## src/rtl/pipe_hazard_ctrl.sv

```systemverilog
// Y-86 five-stage pipeline control: per-stage stall/bubble decisions,
// run/drain/halt sequencing with final status capture, and saturating event counters.
module pipe_hazard_ctrl #(
   parameter int unsigned CNT_W = 32
) (
   input  logic             clk,
   input  logic             rst,
   input  logic [3:0]       D_icode,
   input  logic [3:0]       d_srcA,
   input  logic [3:0]       d_srcB,
   input  logic [3:0]       E_icode,
   input  logic [3:0]       E_dstM,
   input  logic             e_Cnd,
   input  logic [3:0]       M_icode,
   input  logic [3:0]       m_stat,
   input  logic [3:0]       W_stat,
   output logic             F_stall,
   output logic             D_stall,
   output logic             D_bubble,
   output logic             E_bubble,
   output logic             M_bubble,
   output logic             W_stall,
   output logic             halted,
   output logic [3:0]       cpu_stat,
   output logic [CNT_W-1:0] cycle_cnt,
   output logic [CNT_W-1:0] lu_cnt,
   output logic [CNT_W-1:0] mp_cnt,
   output logic [CNT_W-1:0] ret_cnt
);

   localparam logic [3:0] I_MRMOVQ = 4'h5;
   localparam logic [3:0] I_POPQ   = 4'hB;
   localparam logic [3:0] I_JXX    = 4'h7;
   localparam logic [3:0] I_RET    = 4'h9;
   localparam logic [3:0] R_NONE   = 4'hF;
   localparam logic [3:0] S_AOK    = 4'b1000;

   typedef enum logic [1:0] {RUN, DRAIN, HALTED} state_t;

   state_t state, state_nx;
   logic   lu, mp, rt, mexc, wexc, ret_bub, cnt_en;

   function automatic logic [CNT_W-1:0] sat_inc(input logic [CNT_W-1:0] v, input logic en);
      return (en && (v != '1)) ? v + 1'b1 : v;
   endfunction

   always_comb begin
      lu   = ((E_icode == I_MRMOVQ) || (E_icode == I_POPQ)) && (E_dstM != R_NONE) &&
             ((E_dstM == d_srcA) || (E_dstM == d_srcB));
      mp   = (E_icode == I_JXX) && !e_Cnd;
      rt   = (D_icode == I_RET) || (E_icode == I_RET) || (M_icode == I_RET);
      // Any status other than the AOK code, including non-one-hot garbage, is an exception
      mexc = (m_stat != S_AOK);
      wexc = (W_stat != S_AOK);
      // A ret sitting behind a mispredicted jump is squashed, so it is not a ret bubble
      ret_bub = rt && !lu && !mp;
   end

   always_comb begin
      state_nx = state;
      F_stall  = 1'b0;
      D_stall  = 1'b0;
      D_bubble = 1'b0;
      E_bubble = 1'b0;
      M_bubble = 1'b0;
      W_stall  = 1'b0;
      if (rst) begin
         D_bubble = 1'b1;
         E_bubble = 1'b1;
         M_bubble = 1'b1;
      end else begin
         case (state)
            RUN, DRAIN: begin
               F_stall  = lu || rt;
               D_stall  = lu;
               D_bubble = mp || (rt && !lu);
               E_bubble = mp || lu;
               M_bubble = mexc || wexc;
               W_stall  = wexc;
               if (wexc)
                  state_nx = HALTED;
               else if ((state == RUN) && mexc)
                  state_nx = DRAIN;
            end
            HALTED: begin
               F_stall  = 1'b1;
               D_stall  = 1'b1;
               M_bubble = 1'b1;
               W_stall  = 1'b1;
            end
            default: state_nx = RUN;
         endcase
      end
   end

   assign halted = (state == HALTED);
   assign cnt_en = (state != HALTED);

   always_ff @(posedge clk or posedge rst) begin
      if (rst) begin
         state     <= RUN;
         cpu_stat  <= S_AOK;
         cycle_cnt <= '0;
         lu_cnt    <= '0;
         mp_cnt    <= '0;
         ret_cnt   <= '0;
      end else begin
         state <= state_nx;
         if (cnt_en && wexc)
            cpu_stat <= W_stat;
         cycle_cnt <= sat_inc(cycle_cnt, cnt_en);
         lu_cnt    <= sat_inc(lu_cnt,    cnt_en && lu);
         mp_cnt    <= sat_inc(mp_cnt,    cnt_en && mp);
         ret_cnt   <= sat_inc(ret_cnt,   cnt_en && ret_bub);
      end
   end

endmodule
```

## config.mk

```make
export PLATFORM = sky130hd
export DESIGN_NAME = pipe_hazard_ctrl
export DESIGN_NICKNAME = d
export VERILOG_FILES = /design/src/rtl/pipe_hazard_ctrl.sv
export SDC_FILE = /design/constraint.sdc
export NUM_CORES = 1
export LEC_CHECK = 0
export CAP_MARGIN = 20
export CORE_MARGIN = 2
export CORE_UTILIZATION = 44
export DETAILED_ROUTE_END_ITERATION = 10
export PLACE_DENSITY = 0.72
export SLEW_MARGIN = 20
export SYNTH_ARGS = -nofsm -noshare
export SYNTH_HDL_FRONTEND = slang
export SYNTH_SLANG_ARGS = --single-unit
```

## constraint.sdc

```tcl
create_clock -name clk -period 5.9 [get_ports clk]
set_input_delay 1.18 -clock clk [delete_from_list [all_inputs] [get_ports clk]]
set_output_delay 1.18 -clock clk [all_outputs]
set_load 0.05 [all_outputs]
```

==> results of run 1 <==
-- report_power, final --
part	internal (W)	switching, W
registers	0.000975	0.0000768
logic	0.000177	0.000323
clock network	0.000761	0.000401
total	0.00191	0.000800
-- metal layers --
metal  global-route usage  wire length (µm)  share of wire  vias to the layer above
met1               0.2652              7034           0.43                     2615
li1                     -                 -              -                     2545
met4              0.07886               259          0.016                        0
met3              0.06160              1047          0.064                       21
met5                    0                 0              0                        -
met2               0.3422              7948           0.49                      170
-- logic make-up after synthesis --
logic type | Yosys count | synth area share
compound gates | 20 | 0.02419
xor+xnor | 131 | 0.1769
fa+ha+maj | 4 | 0.007618
buf+inv | 22 | 0.01542
flops | 134 | 0.5106
mux | 3 | 0.005142
simple gates | 297 | 0.2601
-- cell usage in the layout, fill, tap and decap left out, drive strengths merged, types with 5 or more instances in the layout --
master / n
xnor2: 84
nor2: 33
nor3: 26
or3: 8
clkdlybuf4s50: 173
and4: 14
clkinv: 5
clkbuf: 20
and3: 18
xor2: 47
nand4: 46
or4: 5
nand2: 64
dfrtp: 133
nor4: 15
bufinv: 5
nand3: 44
inv: 11
-- state kept, by name, summed over array words and instances (netlist names) --
signal and cells:
ret_cnt 32, cycle_cnt 32, lu_cnt 32, cpu_stat 4
mp_cnt 32, state 2
-- final cells by class --
| cell class | count | area [µm²] | share of cell area |
|---|---|---|---|
| inverter | 12 | 48.80 | 0.005326 |
| clock inverter | 12 | 201.4 | 0.02199 |
| clock buffer | 20 | 446.7 | 0.04875 |
| tap | 184 | 230.2 | 0.02513 |
| timing repair buffer | 176 | 1758 | 0.1919 |
| sequential | 134 | 3354 | 0.3661 |
| multi-input combinational | 455 | 3123 | 0.3408 |
-- how the worst min path moves through the flow --
| stage | start | cells past startpoint | slack (ps) | to |
|---|---|---|---|---|
| after floorplan | state[0] | 1 | 460 | state[1] |
| after detailed placement | cycle_cnt[31] | 1 | 480 | cycle_cnt[31] |
| after CTS | mp_cnt[6] | 1 | 500 | mp_cnt[6] |
| after global routing | mp_cnt[6] | 1 | 510 | mp_cnt[6] |
| final | lu_cnt[12] | 1 | 490 | lu_cnt[12] |
| after global placement | cycle_cnt[19] | 1 | 470 | cycle_cnt[19] |
-- per-stage QoR --
| step | instance area, µm² | hold slack (ps) | power [W] |
|---|---|---|---|
| finish | 9163 | 491.4 | 0.002713 |
| global route | 9163 | 508.3 | 0.002823 |
| CTS | 9150 | 495.2 | 0.002741 |
| detailed placement | 8502 | 482.5 | 0.001570 |
| global placement | 8502 | 472.4 | 0.001559 |
| floorplan | 6574 | 464.7 | 0.001380 |
-- worst max-delay path, cell delays in order --
cell and delay, ps:
clkdlybuf4s50_1 510, and3b_1 200, o211ai_2 160, a21oi_1 60
buf_4 190, nor2b_1 120, nor2_1 40, o21ai_0 280
clkdlybuf4s50_1 870
==> metrics, run 1 <==
CP arrival 3610 ps; peak supply drop 316.7 µV; most common cell in the netlist dfrtp_1; Synth Net Count 650; final estimated routing congestion in global placement 0.8321; CP startpoint E_icode[2]; Root Driver clkbuf_16; Leakage 3.918 nW; crit path time final 4786 ps; PD cells 296.1 nW/µm²; core area 14530 µm²; fin nets 835; Ports 174; outcome complete, no violations; number of antenna violations at the first check in global routing 0; Worst Max-Slew Pin Slew 795.5 ps; Initial Util 0.4520; Netlist Area Pre-Place 6570 µm²; full die area 15930 µm²; synth warn 0; htree depth 4; wire length per cell 16.40 µm; Max-Cap Viols 0; R2R setup slack 3040 ps; Yosys top cell by area dfrtp_1; cell row count 44; first-pass GRT wire length 26.77 mm; P&R area growth vs syn 39.46%; Final Hold Viols 0; CTS Buf Count 17; DP Cell Count 961; TritonCTS clock tree done; number of port buffers 173; RR Endpoint mp_cnt[27]; CP Capture Point D_bubble; Reg2Reg Launch Point state[1]; cts repair resizes 0; DRT Pass-1 Iters 6; vias in the first global route 5428; die height 126.2 µm; post-DP HPWL 11.88 mm; Slew Viols, Final 0; Antenna Diode Count 0; Hold-fix buffers, CTS 0; Peak Freq 0.2090 GHz; Synth top area share 0.5066; crit start category primary input; CP Data Required Time 4720 ps; FILL cells 1157; Seq/Total Area, Yosys 0.5106; post-place setup slack 1064 ps; largest net degree at the start of global routing 82; final setup fails 0; Tot GR Track Use 0.2097; ys flop type dfrtp_1; Post-Syn Area per Cell 10.75 µm²; global route overflow 0; CTS Buffer Depth 2; CTS clk-pin slew, worst paths 60 ps; Synth area leaders dfrtp_1, xnor2_1, xor2_1; unrepaired setup endpoints after global routing false; Post-Synthesis Cells 611; Die W 126.2 µm; setup TNS 0 ps; Post-synth EDFFs 0; Async SR Flop Fraction 1.000; Max Clock Skew 11.30 ps; slew margin rel. 0.4696; final WL 16.29 mm; Seq cells post-synth 134; share of layout cells above drive strength 1 0.07540; non-filler instance count after layout 993; routed vias/inst 5.389; worst min-delay path class reg -> reg; # Post-CTS Setup Buffers 0; R2R cell count 7; Post-route DRC 0; fin crit share 0.8111; Crit Path Category in -> out; Distinct cells, synth 55; crit-path max FO 11; nature of the critical path endpoint output port; worst skew pair latency 420 ps; Post-DRT Antenna Nets 0; Synth top cells by count dfrtp_1, xnor2_1, nand2_1; Util after Layout 0.6304; setup ws final 1114 ps; clk sinks 134; DRT iter0 DRCs 274; vias 5351
No activity file was read; power rests on OpenSTA's default activity.
==> run 2: changes to the inputs <==
==> constraint.sdc (replaced) <==
create_clock -name clk -period 3.85 [get_ports clk]
set_input_delay 0.77 -clock clk [delete_from_list [all_inputs] [get_ports clk]]
set_output_delay 0.77 -clock clk [all_outputs]
set_load 0.05 [all_outputs]
==> run 2 against run 1 <==
Net effect:
- worst hold slack improved by 1.8 ps
- routed wire length grew 1.1%
- sequential share of layout area hardly changed
- die area unchanged
- clock skew fell by 5.3 ps
- non-clock buffer count increased by 3
- global-route usage is 0.36 points higher
- cell count rose by 0.30%
- sequential cell count unchanged
- core utilization is 0.069 points higher
==> metrics, run 2 (synthesis results as in run 1) <==
outcome complete, no violations; global route overflow 0; flip-flop and latch area 3354 µm²; most used routing layer in global routing met2; vias 5372; P&R area growth vs syn 39.61%; final estimated routing congestion in global placement 0.8232; final WL 16.46 mm; # Post-CTS Setup Buffers 0; post-place setup slack 288.0 ps; setup ws final 323.5 ps; Antenna Diode Count 0; cts repair resizes 0; Ports 174; final setup fails 0; PD cells 444.1 nW/µm²; Worst Max-Slew Pin Slew 852.4 ps; Max stage delay cell, worst path clkdlybuf4s50_1; Post-DRT Antenna Nets 0; commonest non-fill, non-tap cells in the layout clkdlybuf4s50_1, dfrtp_1, xnor2_1; CP arrival 2760 ps; Die W 126.2 µm; met3 GRT Util 0.05735; Max Clock Skew 5.971 ps; Crit path largest cell delay 500 ps; crit-path max FO 6; DRT Pass-1 Iters 4; worst skew pair latency 420 ps; Peak Freq 0.2836 GHz; first-pass GRT wire length 27.58 mm; die height 126.2 µm; htree depth 4; CTS clk-pin slew, worst paths 50 ps; crit path time final 3527 ps; post-DP HPWL 11.71 mm; Post-route DRC 0; TritonCTS clock tree done; Hold-fix buffers, CTS 0; wire length per cell 16.53 µm; number of antenna violations at the first check in global routing 0; FILL cells 1178; Max-Cap Viols 0; clk sinks 134; M1 GR Usage 0.2826; CTS Buffer Depth 2; Root Driver clkbuf_16; footprint of the multi-input gates 3115 µm²; Initial Util 0.4520; full die area 15930 µm²; number of port buffers 173; unrepaired setup endpoints after global routing false; crit start category primary input; fin nets 838; peak supply drop 468.8 µV; CTS Buf Count 17; Leakage 3.940 nW; critical-path cell list clkdlybuf4s50_1 > nor3b_1 > o211ai_2 > a21oi_1 > nor2_1 > o21ai_0 > buf_12; fin crit share 0.9160; GR Layer Usage met2 0.3359; largest net degree at the start of global routing 137; worst min-delay path class reg -> reg; Power Total 0.004074 W; commonest non-fill, non-tap cell in the layout clkdlybuf4s50_1; DRT iter0 DRCs 268; Crit Path Category in -> out; Final Hold Viols 0; vias in the first global route 5448; core area 14530 µm²; nature of the critical path endpoint output port; cell row count 44; Util after Layout 0.6311; slew margin rel. 0.4273; Slew Viols, Final 0; share of layout cells above drive strength 1 0.08621; Tot GR Track Use 0.2133; routed vias/inst 5.394; CP Data Required Time 3080 ps
-- run 2: through the flow --
stage | std cells | hold WS, ps | setup TNS, ps | cell area [µm²]
after floorplan | 611 | 464.7 | -2049 | 6575
after global placement | 964 | 476.0 | 0 | 8561
after detailed placement | 964 | 478.4 | 0 | 8561
after CTS | 996 | 493.8 | 0 | 9173
after global routing | 996 | 512.5 | 0 | 9173
final | 996 | 493.3 | 0 | 9173
-- run 2: routing by layer --
layer	wire, µm	up-vias
met1	7330	2631
met4	354	0
met3	996	28
li1	-	2542
met2	7781	171
met5	0	-
-- run 2: worst paths after layout --
kind,start,end,slack [ps],depth (start not counted)
setup / recovery,E_icode[2],E_bubble,320,7
hold / removal,cycle_cnt[31],cycle_cnt[31],490,1
setup reg to reg,state[1],mp_cnt[19],1420,8
hold reg to reg,cycle_cnt[31],cycle_cnt[31],490,1
max in group asynchronous,rst,ret_cnt[2],2190,4
min in group asynchronous,rst,ret_cnt[11],1030,4
-- run 2: area by class of cell --
type	count	area share
clock inverters	8	0.01310
clock buffers	24	0.05361
inverters	12	0.005320
well taps	184	0.02510
flip-flops and latches	134	0.3657
repair buffers	179	0.1975
multi-input cells	455	0.3397
-- run 2: where the power goes --
group / leakage (nW) / switching [W] / internal, W
registers: 1.82 / 0.000120 / 0.00149
logic: 1.82 / 0.000501 / 0.000281
clock network: 0.296 / 0.000593 / 0.00108
-- run 2: worst max-delay path: cells and delay by family --
kind / cells / cell delay, ps
AOI/OAI and AO/OA: 3 / 930
and+or+nand+nor: 2 / 350
buffers and inverters: 2 / 690
==> run 3: changes to the inputs <==
--- a/config.mk
+++ b/config.mk
@@ -7,9 +7,9 @@
 export LEC_CHECK = 0
 export CAP_MARGIN = 20
 export CORE_MARGIN = 2
-export CORE_UTILIZATION = 44
+export CORE_UTILIZATION = 45
 export DETAILED_ROUTE_END_ITERATION = 10
-export PLACE_DENSITY = 0.72
+export PLACE_DENSITY = 0.71
 export SLEW_MARGIN = 20
 export SYNTH_ARGS = -nofsm -noshare
 export SYNTH_HDL_FRONTEND = slang
==> constraint.sdc (replaced) <==
create_clock -name clk -period 4.1 [get_ports clk]
set_input_delay 0.82 -clock clk [delete_from_list [all_inputs] [get_ports clk]]
set_output_delay 0.82 -clock clk [all_outputs]
set_load 0.05 [all_outputs]
==> run 3 against run 2 <==
Net effect:
- register-to-register slack gained 320 ps
- worst hold slack lost 1.7 ps
- routed wire length shrank 3.7%
- total power shrank 9.8%
- die area shrank 2.2%
- clock skew grew 2.1 ps
- cell count is the same
- clock power shrank 15%
- sequential share of layout area grew 0.27 points
- combinational power shrank 6.8%
- largest cell class unchanged
- largest power group is now registers
==> metrics, run 3 (synthesis results as in run 1) <==
outcome complete, no violations; Power Total 0.003676 W; Post-route DRC 0; Hold Path Origin cycle_cnt[19]; commonest non-fill, non-tap cells in the layout clkdlybuf4s50_1, dfrtp_1, xnor2_1; global route overflow 0; core area 14420 µm²; final setup fails 0; full die area 15580 µm²; Max Clock Skew 8.037 ps; worst skew pair latency 410 ps; post-placement cell area 8551 µm²; fin nets 838; fin crit share 0.9516; Peak Freq 0.2563 GHz; most frequent CP cell clkdlybuf4s50_1; # Post-CTS Setup Buffers 0; unrepaired setup endpoints after global routing false; vias in the first global route 5401; worst min-delay path class reg -> reg; commonest non-fill, non-tap cell in the layout clkdlybuf4s50_1; clk sinks 134; Leakage 3.907 nW; Initial Util 0.4555; Die W 124.8 µm; cts repair resizes 0; CTS Buffer Depth 2; number of port buffers 173; peak supply drop 366.1 µV; Crit path largest cell delay 750 ps; DRT Pass-1 Iters 4; Root Driver clkbuf_16; P&R area growth vs syn 38.58%; Post-DRT Antenna Nets 0; FILL cells 1189; cell row count 44; htree depth 4; die height 124.8 µm; PD cells 403.7 nW/µm²; Antenna Diode Count 0; number of antenna violations at the first check in global routing 0; share of layout cells above drive strength 1 0.08005; Ports 174; Max-Cap Viols 0; crit path time final 3902 ps; Tot GR Track Use 0.2115; crit start category primary input; post-DP HPWL 11.51 mm; wire length per cell 15.91 µm; critical-path cell list clkdlybuf4s50_1 > or4b_2 > nor2_1 > nor3b_1 > clkdlybuf4s50_1; Worst Max-Slew Pin Slew 901.8 ps; DRT iter0 DRCs 251; Reg2Reg Launch Point ret_cnt[0]; largest net degree at the start of global routing 73; CP startpoint W_stat[0]; final estimated routing congestion in global placement 0.8419; Final Hold Viols 0; TritonCTS clock tree done; nature of the critical path endpoint output port; Hold-fix buffers, CTS 0; CTS Buf Count 17; Max stage delay cell, worst path or4b_2; CP Data Required Time 3280 ps; post-route cell area 9105 µm²; Crit Path Category in -> out; crit-path max FO 4; R2R setup slack 1740 ps; slew margin rel. 0.3988; vias 5385; CTS clk-pin slew, worst paths 60 ps; Slew Viols, Final 0; routed vias/inst 5.407; first-pass GRT wire length 27.02 mm; CP arrival 3080 ps; final WL 15.85 mm
-- run 3: cell count changes in the layout (fill, tap and decap cells not counted), sizes merged --
cell / previous run / this run
clkbuf: 24 / 28
clkinvlp: 3 / 2
buf: 12 / 11
clkinv: 3 / 2
bufinv: 3 / 1
clkdlybuf4s50: 167 / 168
-- run 3: layer usage --
metal  track usage  up-vias  part of all wire  wire, µm
li1              -     2558                 -         -
met1        0.2890     2641              0.45      7188
met2        0.3243      166              0.47      7442
met3       0.06143       20             0.062       990
met4       0.07255        0             0.014       224
met5             0        -                 0         0
-- run 3: final cells by class --
type / instances / area [µm²] / share of cell area
inverters: 12 / 48.80 / 0.005359
flip-flops and latches: 134 / 3354 / 0.3684
repair buffers: 179 / 1802 / 0.1979
well taps: 184 / 230.2 / 0.02529
multi-input cells: 455 / 3115 / 0.3422
clock inverters: 4 / 47.55 / 0.005222
clock buffers: 28 / 506.7 / 0.05565
-- run 3: through the flow --
step	hold WS [ps]	instances	TNS, ps	utilization	worst slack [ps]
floorplan	464.7	611	-1481	-	-740.7
global placement	474.0	964	0	0.5928	217.6
detailed placement	484.5	964	0	0.5928	188.6
CTS	495.4	996	0	0.6312	184.6
global route	505.4	996	0	0.6312	111.9
finish	491.5	996	0	0.6312	198.3
-- run 3: where the power goes --
part / total (W) / internal [W] / switching (W)
registers: 0.00151 / 0.00140 / 0.000109
logic: 0.000729 / 0.000263 / 0.000466
clock network: 0.00143 / 0.000897 / 0.000538
-- run 3: worst paths after layout --
check                                endpoint  depth (start not counted)
worst max-delay path                  W_stall                          5
min in group asynchronous       cycle_cnt[14]                          3
worst min register to register  cycle_cnt[19]                          1
worst max register to register    ret_cnt[16]                          7
max in group asynchronous          mp_cnt[25]                          3
worst min-delay path            cycle_cnt[19]                          1
-- run 3: worst max-delay path: cells and delay by family --
family	cells	cell delay (ps)
buffers and inverters	2	1150
AND/OR/NAND/NOR	3	1110
